`src/rtl/mem_access_unit_pkg.sv`:
```
// Shared MEM-stage definitions: opcodes, access-unit FSM states, access sizes
// and the byte-lane helpers used by the load/store unit.
package mips_defs;

  localparam logic [5:0] OP_LB  = 6'h20;
  localparam logic [5:0] OP_LH  = 6'h21;
  localparam logic [5:0] OP_LW  = 6'h23;
  localparam logic [5:0] OP_LBU = 6'h24;
  localparam logic [5:0] OP_LHU = 6'h25;
  localparam logic [5:0] OP_SB  = 6'h28;
  localparam logic [5:0] OP_SH  = 6'h29;
  localparam logic [5:0] OP_SW  = 6'h2B;

  typedef enum logic [1:0] {
    MS_IDLE = 2'd0,
    MS_BUSY = 2'd1,
    MS_DONE = 2'd2
  } ms_state_e;

  typedef enum logic [1:0] {
    SZ_B = 2'd0,
    SZ_H = 2'd1,
    SZ_W = 2'd2
  } size_e;

  typedef struct packed {
    logic  is_load;
    logic  is_store;
    size_e size;
    logic  sgn;
  } mem_op_t;

  function automatic mem_op_t decode_op(input logic [5:0] op);
    mem_op_t d;
    d = '0;
    case (op)
      OP_LB:   begin d.is_load = 1'b1; d.size = SZ_B; d.sgn = 1'b1; end
      OP_LH:   begin d.is_load = 1'b1; d.size = SZ_H; d.sgn = 1'b1; end
      OP_LW:   begin d.is_load = 1'b1; d.size = SZ_W; end
      OP_LBU:  begin d.is_load = 1'b1; d.size = SZ_B; end
      OP_LHU:  begin d.is_load = 1'b1; d.size = SZ_H; end
      OP_SB:   begin d.is_store = 1'b1; d.size = SZ_B; end
      OP_SH:   begin d.is_store = 1'b1; d.size = SZ_H; end
      OP_SW:   begin d.is_store = 1'b1; d.size = SZ_W; end
      default: d = '0;
    endcase
    return d;
  endfunction

  function automatic logic misaligned(input size_e sz, input logic [1:0] off);
    case (sz)
      SZ_B:    return 1'b0;
      SZ_H:    return off[0];
      SZ_W:    return |off;
      default: return 1'b0;
    endcase
  endfunction

  function automatic logic [3:0] byte_en(input size_e sz, input logic [1:0] off);
    case (sz)
      SZ_B:    return 4'b0001 << off;
      SZ_H:    return 4'b0011 << {off[1], 1'b0};
      SZ_W:    return 4'b1111;
      default: return 4'b1111;
    endcase
  endfunction

  function automatic logic [31:0] lane_data(input size_e sz, input logic [31:0] wd);
    case (sz)
      SZ_B:    return {4{wd[7:0]}};
      SZ_H:    return {2{wd[15:0]}};
      SZ_W:    return wd;
      default: return wd;
    endcase
  endfunction

endpackage

```
`src/rtl/mem_access_unit_load_extract.sv`:
```
// Picks the addressed byte/halfword out of a little-endian read word and
// sign- or zero-extends it to 32 bits.
module load_extract
  import mips_defs::*;
(
  input  logic [31:0] word_i,
  input  logic [1:0]  off_i,
  input  size_e       size_i,
  input  logic        sgn_i,
  output logic [31:0] data_o
);

  logic [7:0]  byte_s;
  logic [15:0] half_s;

  // Lane select followed by extension
  always_comb begin
    byte_s = word_i[{off_i, 3'b000} +: 8];
    half_s = off_i[1] ? word_i[31:16] : word_i[15:0];
    case (size_i)
      SZ_B:    data_o = {{24{sgn_i & byte_s[7]}}, byte_s};
      SZ_H:    data_o = {{16{sgn_i & half_s[15]}}, half_s};
      SZ_W:    data_o = word_i;
      default: data_o = word_i;
    endcase
  end

endmodule

```
`src/rtl/mem_access_unit.sv`:
```
// MEM-stage load/store unit: issues one req/ack bus access per memory
// instruction, stalls the pipeline while it is outstanding, returns load data.
module mem_access_unit
  import mips_defs::*;
#(
  parameter int TIMEOUT = 16,
  parameter int CNT_W   = 5
) (
  input  logic        clk,
  input  logic        reset,
  input  logic        InterruptRequest,
  input  logic [31:0] InstrM,
  input  logic [31:0] ALUOutM,
  input  logic [31:0] WriteDataM,
  output logic        BusReq,
  output logic        BusWe,
  output logic [31:0] BusAddr,
  output logic [3:0]  BusBe,
  output logic [31:0] BusWData,
  input  logic        BusAck,
  input  logic [31:0] BusRData,
  output logic        StallM,
  output logic [31:0] LoadDataM,
  output logic        LoadValidM,
  output logic        AdELM,
  output logic        AdESM,
  output logic        BusErrM
);

  localparam logic [CNT_W-1:0] CNT_LAST = CNT_W'(TIMEOUT - 1);

  ms_state_e   state_q, state_d;
  logic [CNT_W-1:0] cnt_q, cnt_d;
  logic        req_q, req_d, we_q, we_d, lvalid_q, lvalid_d, err_q, err_d;
  logic [31:0] addr_q, addr_d, wdata_q, wdata_d, ldata_q, ldata_d;
  logic [3:0]  be_q, be_d;
  size_e       size_q, size_d;
  logic        sgn_q, sgn_d;
  logic [1:0]  off_q, off_d;

  mem_op_t     op_s;
  logic        mis_s, issue_s;
  logic [31:0] ext_s;
  logic        unused_s;

  assign unused_s = ^InstrM[25:0];
  assign op_s     = decode_op(InstrM[31:26]);
  assign mis_s    = misaligned(op_s.size, ALUOutM[1:0]);
  assign issue_s  = (state_q == MS_IDLE) && (op_s.is_load || op_s.is_store)
                    && !mis_s && !InterruptRequest;

  // Pipeline-facing combinational outputs; all forced low while reset is held
  assign StallM = !reset && (issue_s || (state_q == MS_BUSY));
  assign AdELM  = !reset && (state_q == MS_IDLE) && op_s.is_load && mis_s;
  assign AdESM  = !reset && (state_q == MS_IDLE) && op_s.is_store && mis_s;

  load_extract u_load_extract (
    .word_i (BusRData),
    .off_i  (off_q),
    .size_i (size_q),
    .sgn_i  (sgn_q),
    .data_o (ext_s)
  );

  // Next-state and next-output logic; completion flags live for the DONE cycle only
  always_comb begin
    state_d  = state_q;
    cnt_d    = cnt_q;
    req_d    = req_q;
    we_d     = we_q;
    addr_d   = addr_q;
    be_d     = be_q;
    wdata_d  = wdata_q;
    ldata_d  = ldata_q;
    size_d   = size_q;
    sgn_d    = sgn_q;
    off_d    = off_q;
    lvalid_d = 1'b0;
    err_d    = 1'b0;
    case (state_q)
      MS_IDLE: begin
        if (issue_s) begin
          req_d   = 1'b1;
          we_d    = op_s.is_store;
          addr_d  = {ALUOutM[31:2], 2'b00};
          be_d    = byte_en(op_s.size, ALUOutM[1:0]);
          wdata_d = lane_data(op_s.size, WriteDataM);
          size_d  = op_s.size;
          sgn_d   = op_s.sgn;
          off_d   = ALUOutM[1:0];
          cnt_d   = '0;
          state_d = MS_BUSY;
        end else begin
          state_d = MS_IDLE;
        end
      end
      MS_BUSY: begin
        if (BusAck) begin
          req_d = 1'b0;
          if (!we_q) begin
            ldata_d  = ext_s;
            lvalid_d = 1'b1;
          end else begin
            ldata_d = ldata_q;
          end
          state_d = MS_DONE;
        end else if (cnt_q == CNT_LAST) begin
          req_d   = 1'b0;
          err_d   = 1'b1;
          ldata_d = 32'h0000_0000;
          state_d = MS_DONE;
        end else begin
          cnt_d = cnt_q + CNT_W'(1);
        end
      end
      MS_DONE: state_d = MS_IDLE;
      default: state_d = MS_IDLE;
    endcase
  end

  // State and registered bus/result outputs
  always_ff @(posedge clk) begin
    if (reset) begin
      state_q  <= MS_IDLE;
      cnt_q    <= '0;
      req_q    <= 1'b0;
      we_q     <= 1'b0;
      addr_q   <= 32'h0000_0000;
      be_q     <= 4'h0;
      wdata_q  <= 32'h0000_0000;
      ldata_q  <= 32'h0000_0000;
      lvalid_q <= 1'b0;
      err_q    <= 1'b0;
      size_q   <= SZ_B;
      sgn_q    <= 1'b0;
      off_q    <= 2'b00;
    end else begin
      state_q  <= state_d;
      cnt_q    <= cnt_d;
      req_q    <= req_d;
      we_q     <= we_d;
      addr_q   <= addr_d;
      be_q     <= be_d;
      wdata_q  <= wdata_d;
      ldata_q  <= ldata_d;
      lvalid_q <= lvalid_d;
      err_q    <= err_d;
      size_q   <= size_d;
      sgn_q    <= sgn_d;
      off_q    <= off_d;
    end
  end

  assign BusReq     = req_q;
  assign BusWe      = we_q;
  assign BusAddr    = addr_q;
  assign BusBe      = be_q;
  assign BusWData   = wdata_q;
  assign LoadDataM  = ldata_q;
  assign LoadValidM = lvalid_q;
  assign BusErrM    = err_q;

endmodule

```
`config.mk`:
```
export PLATFORM = sky130hd
export DESIGN_NAME = mem_access_unit
export DESIGN_NICKNAME = d
export VERILOG_FILES = /design/src/rtl/mem_access_unit_pkg.sv /design/src/rtl/mem_access_unit_load_extract.sv /design/src/rtl/mem_access_unit.sv
export SDC_FILE = /design/constraint.sdc
export NUM_CORES = 1
export LEC_CHECK = 0
export CORE_AREA = 2 2 97 137
export CTS_CLUSTER_SIZE = 25
export DETAILED_ROUTE_END_ITERATION = 12
export DIE_AREA = 0 0 99 139
export GPL_TIMING_DRIVEN = 0
export PLACE_DENSITY = 0.8
export SYNTH_ARGS = -nofsm -noshare
export SYNTH_HDL_FRONTEND = slang
export SYNTH_SLANG_ARGS = --single-unit
```
`constraint.sdc`:
```
create_clock -name clk -period 3.6 [get_ports clk]
set_input_delay 0.72 -clock clk [delete_from_list [all_inputs] [get_ports clk]]
set_output_delay 0.72 -clock clk [all_outputs]
set_load 0.02 [all_outputs]
```
# After elaboration in Yosys (flattened, before gate mapping)
# Index checks and enable logic that the tools add are counted.
dict set report totals {
  output_inout_bits 107
  n_memories 0
  input_bits 132
  mem_bits_rw 0
  romBits 0
  latchBits 0
  register_bits 114
  word_cells 96
}
dict set report classes {
  mux 26
  n_reduce_logical 31
  n_div 0
  n_eq_ne 18
  mul 0
  n_lt_le_gt_ge 0
  bitwise 4
  n_shift 3
  n_addsub 1
}
# op n
set op_table {}
lappend op_table {{$pmux 32 s2} 2}
lappend op_table {{$mux 32} 3}
lappend op_table {{$eq 6x6->1 const B} 8}
lappend op_table {{$shiftx 32x6->8} 1}
lappend op_table {{$mux 16} 1}
lappend op_table {{$mux 5} 3}
lappend op_table {{$reduce_or 3->1} 4}
lappend op_table {{$pmux 5 s2} 1}
lappend op_table {{$logic_and 1x1->1} 9}
lappend op_table {{$mux 1} 9}
lappend op_table {{$ne 2x2->1 const B} 4}
lappend op_table {{$pmux 2 s2} 2}
lappend op_table {{$pmux 4 s2} 1}
lappend op_table {{$eq 2x1->1 const B} 3}
lappend op_table {{$logic_not 2->1} 3}
lappend op_table {{$reduce_and 3->1} 2}
lappend op_table {{$reduce_or 2->1} 3}
lappend op_table {{$add 5x1->5 const B} 1}
lappend op_table {{$eq 5x4->1 const B} 1}
lappend op_table {{$reduce_or 5->1} 1}
lappend op_table {{$mux 2} 2}
lappend op_table {{$pmux 1 s2} 2}
lappend op_table {{$reduce_and 4->1} 1}
lappend op_table {{$reduce_bool 2->1} 2}
lappend op_table {{9 further kinds} 14}

# Longest topological paths before layout
dict set report logic_depth {
  ltp_word 10
  mapped_depth 10
  depth_no_buf 8
}

# By module
# A second synthesis with hierarchy kept.
dict set report unflattened {
  hier_cells 716
  area_unflattened_um2 5810.6
}
# mod area_each_um2 seq_area_each_um2 cells_per_inst n_inst
set modules_own_cells {}
lappend modules_own_cells {mem_access_unit 5104.9 2282.2 593 1}
lappend modules_own_cells {load_extract 705.7 0.0 123 1}

# Worst setup path before layout
# OpenSTA, ideal clock, no wires.
dict set report synth_path {
  path_type {input to output}
  from {in InstrM[28]}
  to {out StallM}
  path_stages 10
  arrival_time_ps 2803
  n_path_buf 3
  slack_ps 77
  required_ps 2880
  cell_sequence {nor3b_1 -> nand3_1 -> clkbuf_1 -> ha_1 -> nand3b_1 -> o211a_1 -> buf_2 -> buf_1 -> nand2_1 -> a21oi_1}
}
dict set report synth_via {
  elab_chain_cells 10
  elab_cells_between_ends 25
}
# element line
set synth_rtl {}
lappend synth_rtl {{start, declared} mem_access_unit.sv:12} ;# input logic [31:0] InstrM,
lappend synth_rtl {{$eq 6x6->1} mem_access_unit_pkg.sv:36} ;# case (op)
lappend synth_rtl {{$reduce_or 3->1 (no source line) or $reduce_or 2->1 (tied branches)} --}
lappend synth_rtl {{$pmux 2 s2} mem_access_unit_pkg.sv:36}
lappend synth_rtl {{$eq 2x2->1 or $eq 2x1->1 (tied branches)} mem_access_unit_pkg.sv:51} ;# case (sz)
lappend synth_rtl {{$pmux 1 s2} mem_access_unit_pkg.sv:51}
lappend synth_rtl {{$logic_not 1->1} mem_access_unit.sv:50} ;# && !mis_s && !InterruptRequest;
lappend synth_rtl {{$logic_and 1x1->1 (*) (2 in series)} mem_access_unit.sv:50}
lappend synth_rtl {{$logic_or 1x1->1 (*)} mem_access_unit.sv:53} ;# assign StallM = !reset && (issue_s || (state_q == MS_BUSY));
lappend synth_rtl {{$logic_and 1x1->1 (*)} mem_access_unit.sv:53}
lappend synth_rtl {{end, declared} mem_access_unit.sv:22} ;# output logic StallM,
# Mark *: on every way between the ends. The rest lies on a longest branch, timed or not.

# Final worst setup path
dict set report layout_path {
  from {in InstrM[29]}
  to {out StallM}
}
# Same word-level chain as after synthesis.

==> reports/qor.tcl <==
set qor(result_of_the_run) {finished, final reports clean}
set qor(core_um2) 12570
set qor(floorplan.rows) 49
set qor(cts.root.buffer_cell) {sky130_fd_sc_hd__clkbuf_16}
set qor(timing.slew.headroom_pct) 30.90
set qor(synth-main-ff-cell) {sky130_fd_sc_hd__dfxtp_1}
set qor(synth.cells.most_frequent) {114 x sky130_fd_sc_hd__dfxtp_1, 87 x sky130_fd_sc_hd__a21oi_1, 84 x sky130_fd_sc_hd__o21ai_0}
set qor(fillerInstances) 1022
set qor(worstPathArrival_ns) 2.77
set qor(async_reset_ff_share_pct) 0
set qor(area.growth.synth_to_final_pct) 57.65
set qor(cts.clk_slew.worst_paths_ns) 0.05
set qor(syn_avg_cell_area_um2) 8.729
set qor(finalWirelength_um) 19740
set qor(main_combinational_cell_family_by_area_after_synthesis) {compound AO/OA/AOI/OAI gates}
set qor(synth.mux.area_fraction_pct) 2.554
set qor(initial_antenna_violation_count) 0
set qor(vdd.ir_drop.worst_mv) 0.2702
set qor(final.period_utilization_pct) 96.84
set qor(power.static_leakage_nw) 2.781
set qor(initial_core_util_pct) 41.32
set qor(clkLatencyLatePin_ns) 0.41
set qor(wl_per_cell_um) 19.90
set qor(ratio_of_cells_with_drive_above_1_in_the_final_layout_pct) 8.224
set qor(period_minus_slack_ns) 3.486
set qor(cp_max_fo) 4
set qor(mappedNetlistArea_um2) 5194
set qor(routed-via-count) 5865
set qor(final_antenna_net_count) 0
set qor(global_route_wire_length_before_repair_um) 30730
set qor(max_clock_freq_mhz) 286.8
set qor(routed_vias_inst) 5.912
set qor(synth-compound-area-share_pct) 34.30
set qor(worst_clock_skew_ns) 0.006862
set qor(grt_overflow) 0
set qor(post_synth_num_cell_types) 51
set qor(dpl_cell_area_um2) 7491
set qor(die-area_um2) 13760
set qor(hpwl_um) 15020
set qor(timing.reg2reg.setup_slack_ns) 1.36
set qor(cts_buffers) 17
set qor(aggregate_global_route_resource_usage_pct) 28.09
set qor(setup_violations) 0
set qor(io_buffers) 210
set qor(synth_edf_count) 0
set qor(die-width_um) 99
set qor(synth_seq_cells) 114
set qor(routabilityCongestion) 0.8941
set qor(synth_most_common_cell) {sky130_fd_sc_hd__dfxtp_1}
set qor(cellPowerDensity_nw_per_um2) 418.9
set qor(chipHeight_um) 139
set qor(synth_top_cell_area_share_pct) 43.94
set qor(final-hold-violation-count) 0
set qor(simple_gate_portion_of_the_synthesized_area_pct) 12.12
set qor(worstMarginPinSlew_ns) 1.032
set qor(place_worst_setup_slack_ns) -1.419
set qor(diodes) 0
set qor(grt_pass1_vias) 5951
set qor(worstSetupPathType) {in2out}
set qor(htree_num_levels) 4
set qor(cts-root-to-sink-buffers) 2
set qor(synth_area_leaders) {sky130_fd_sc_hd__dfxtp_1 44%, sky130_fd_sc_hd__a21oi_1 8.4%, sky130_fd_sc_hd__o21ai_0 8.1%}
set qor(drcViolationCount) 0
set qor(rsz_0062_raised_after_global_routing) {no}
set qor(worst_ep_required_time_ns) 2.88
set qor(num-nets-final) 964
set qor(worst_setup_path_end_kind) {output pin}
set qor(cts_tree) {built}
set qor(ctsHoldBuffers) 0
set qor(cap_viol_max_count) 0
set qor(area_share_of_xor_xnor_cells_in_the_synthesized_design_pct) 0
set qor(critPathLaunchType) {primary input}
set qor(firstDrtPassIters) 5
set qor(postSynthCellCount) 595
set qor(synth_sequential_area_ratio_pct) 43.94
set qor(final_design_instance_area_without_fill_um2) 8188
set qor(first_drt_iteration_drcs) 371
set qor(yosysWarningCount) 0
set qor(io_pins) 239
set qor(synth_adder_area_share_pct) 1.205
set qor(cts_sinks) 114
set qor(setup_ws_ns) 0.1137
set qor(synth_area_leader_cell) {sky130_fd_sc_hd__dfxtp_1}
set qor(final-max-slew-violation-count) 0
set qor(maximum_number_of_pins_on_one_net_before_global_route_repair) 19
set qor(min_path_type) {reg2reg}
[per-stage QoR]
step | hold WS, ns | utilization [%] | power (mW) | setup TNS (ns) | std cells
2_1_floorplan | 0.4534 | - | 1.495 | 0 | 596
6_report | 0.4641 | 65.15 | 3.430 | 0 | 992
4_1_cts | 0.4639 | 65.04 | 3.430 | 0 | 992
3_5_place_dp | 0.4498 | 59.60 | 1.732 | -40.85 | 959
3_3_place_gp | 0.4460 | 59.60 | 1.725 | -31.54 | 959
5_1_grt | 0.4734 | 65.15 | 3.533 | 0 | 992
[worst max-delay path, cell delays in order]
cell                              delay (ns)
sky130_fd_sc_hd__clkdlybuf4s50_1        0.50
sky130_fd_sc_hd__a21oi_2                0.21
sky130_fd_sc_hd__and3_4                 0.23
sky130_fd_sc_hd__ha_1                   0.24
sky130_fd_sc_hd__nand2b_4               0.16
sky130_fd_sc_hd__o211a_1                0.25
sky130_fd_sc_hd__buf_12                 0.13
sky130_fd_sc_hd__nand2_1                0.09
sky130_fd_sc_hd__a21oi_2                0.07
sky130_fd_sc_hd__buf_6                  0.16
[power breakdown]
group          total, mW  internal (mW)  leakage, nW  switching [mW]
logic              0.425          0.199         1.58           0.225
clock network       1.71           1.12        0.282           0.587
registers           1.30           1.29        0.921          0.0138
[routing by layer]
metal | GRT usage (%) | share of wire [%]
met1 | 29.92 | 36
met5 | 0 | 0
met4 | 13.34 | 3.7
met3 | 8.417 | 9.1
met2 | 49.89 | 51
[flip-flops by register name (all words and copies together), names as in the netlist, 2 cells and up]
name       flops
cnt_q          5
LoadDataM     32
BusAddr       30
BusWData      32
BusBe          4
off_q          2
state_q        2
size_q         2
[repair_timing]
item | CTS | global route
setup endpoints to repair | 73 | 14
setup buffers | 3 | 1
pin swaps | 6 | 0
resized for setup | 38 | 3
[kinds of logic (layout without fill, tap and decap cells)]
| group | after synthesis | count (layout) |
|---|---|---|
| AO/OA/AOI/OAI | 279 | 279 |
| buffers and inverters | 74 | 317 |
| AND/OR/NAND/NOR | 111 | 111 |
| flip-flops | 114 | 114 |
| multiplexers | 11 | 11 |
| adder cells (fa/ha/maj) | 5 | 5 |
| other | 1 | 2 |
[cells in the final DEF (no fill, tap or decap), types with 3 or more instances in the layout]
cell type	instances
sky130_fd_sc_hd__nor4_2	3
sky130_fd_sc_hd__nand3_1	44
sky130_fd_sc_hd__a311oi_1	11
sky130_fd_sc_hd__o2bb2ai_1	14
sky130_fd_sc_hd__nor2_1	5
sky130_fd_sc_hd__a32o_1	3
sky130_fd_sc_hd__clkbuf_1	55
sky130_fd_sc_hd__nand2b_1	9
sky130_fd_sc_hd__o2111ai_1	17
sky130_fd_sc_hd__inv_1	9
sky130_fd_sc_hd__o211ai_1	13
sky130_fd_sc_hd__a221o_1	16
sky130_fd_sc_hd__clkdlybuf4s50_1	203
sky130_fd_sc_hd__nor3_1	7
sky130_fd_sc_hd__a211oi_1	7
sky130_fd_sc_hd__ha_1	5
sky130_fd_sc_hd__a21oi_1	85
sky130_fd_sc_hd__buf_4	7
sky130_fd_sc_hd__nand2_1	12
sky130_fd_sc_hd__dlygate4sd2_1	3
sky130_fd_sc_hd__dfxtp_1	114
sky130_fd_sc_hd__o21ai_0	84
sky130_fd_sc_hd__clkbuf_16	17
sky130_fd_sc_hd__clkbuf_8	3
sky130_fd_sc_hd__a211o_1	8
sky130_fd_sc_hd__bufinv_16	3
sky130_fd_sc_hd__and3b_1	8
sky130_fd_sc_hd__mux2_2	8
sky130_fd_sc_hd__clkinvlp_4	3
sky130_fd_sc_hd__or3_1	7
sky130_fd_sc_hd__a22oi_1	8
sky130_fd_sc_hd__buf_2	5
[area by class of cell]
| class | count | area, µm² | share of cell area [%] |
|---|---|---|---|
| multi-input combinational | 408 | 2673 | 32.64 |
| sequential | 114 | 2282 | 27.87 |
| timing repair buffer | 214 | 2122 | 25.92 |
| clock buffer | 22 | 464.2 | 5.669 |
| buffer | 62 | 281.5 | 3.438 |
| tap | 153 | 191.4 | 2.338 |
| clock inverter | 9 | 131.4 | 1.605 |
| inverter | 10 | 42.54 | 0.5196 |
[final timing paths]
path | endpoint | from | depth (start not counted)
min reg2reg | LoadDataM[11] | LoadDataM[11] | 1
min | LoadDataM[11] | LoadDataM[11] | 1
max reg2reg | LoadDataM[7] | cnt_q[0] | 8
max | StallM | InstrM[29] | 10
No activity file was read; power rests on OpenSTA's default activity.
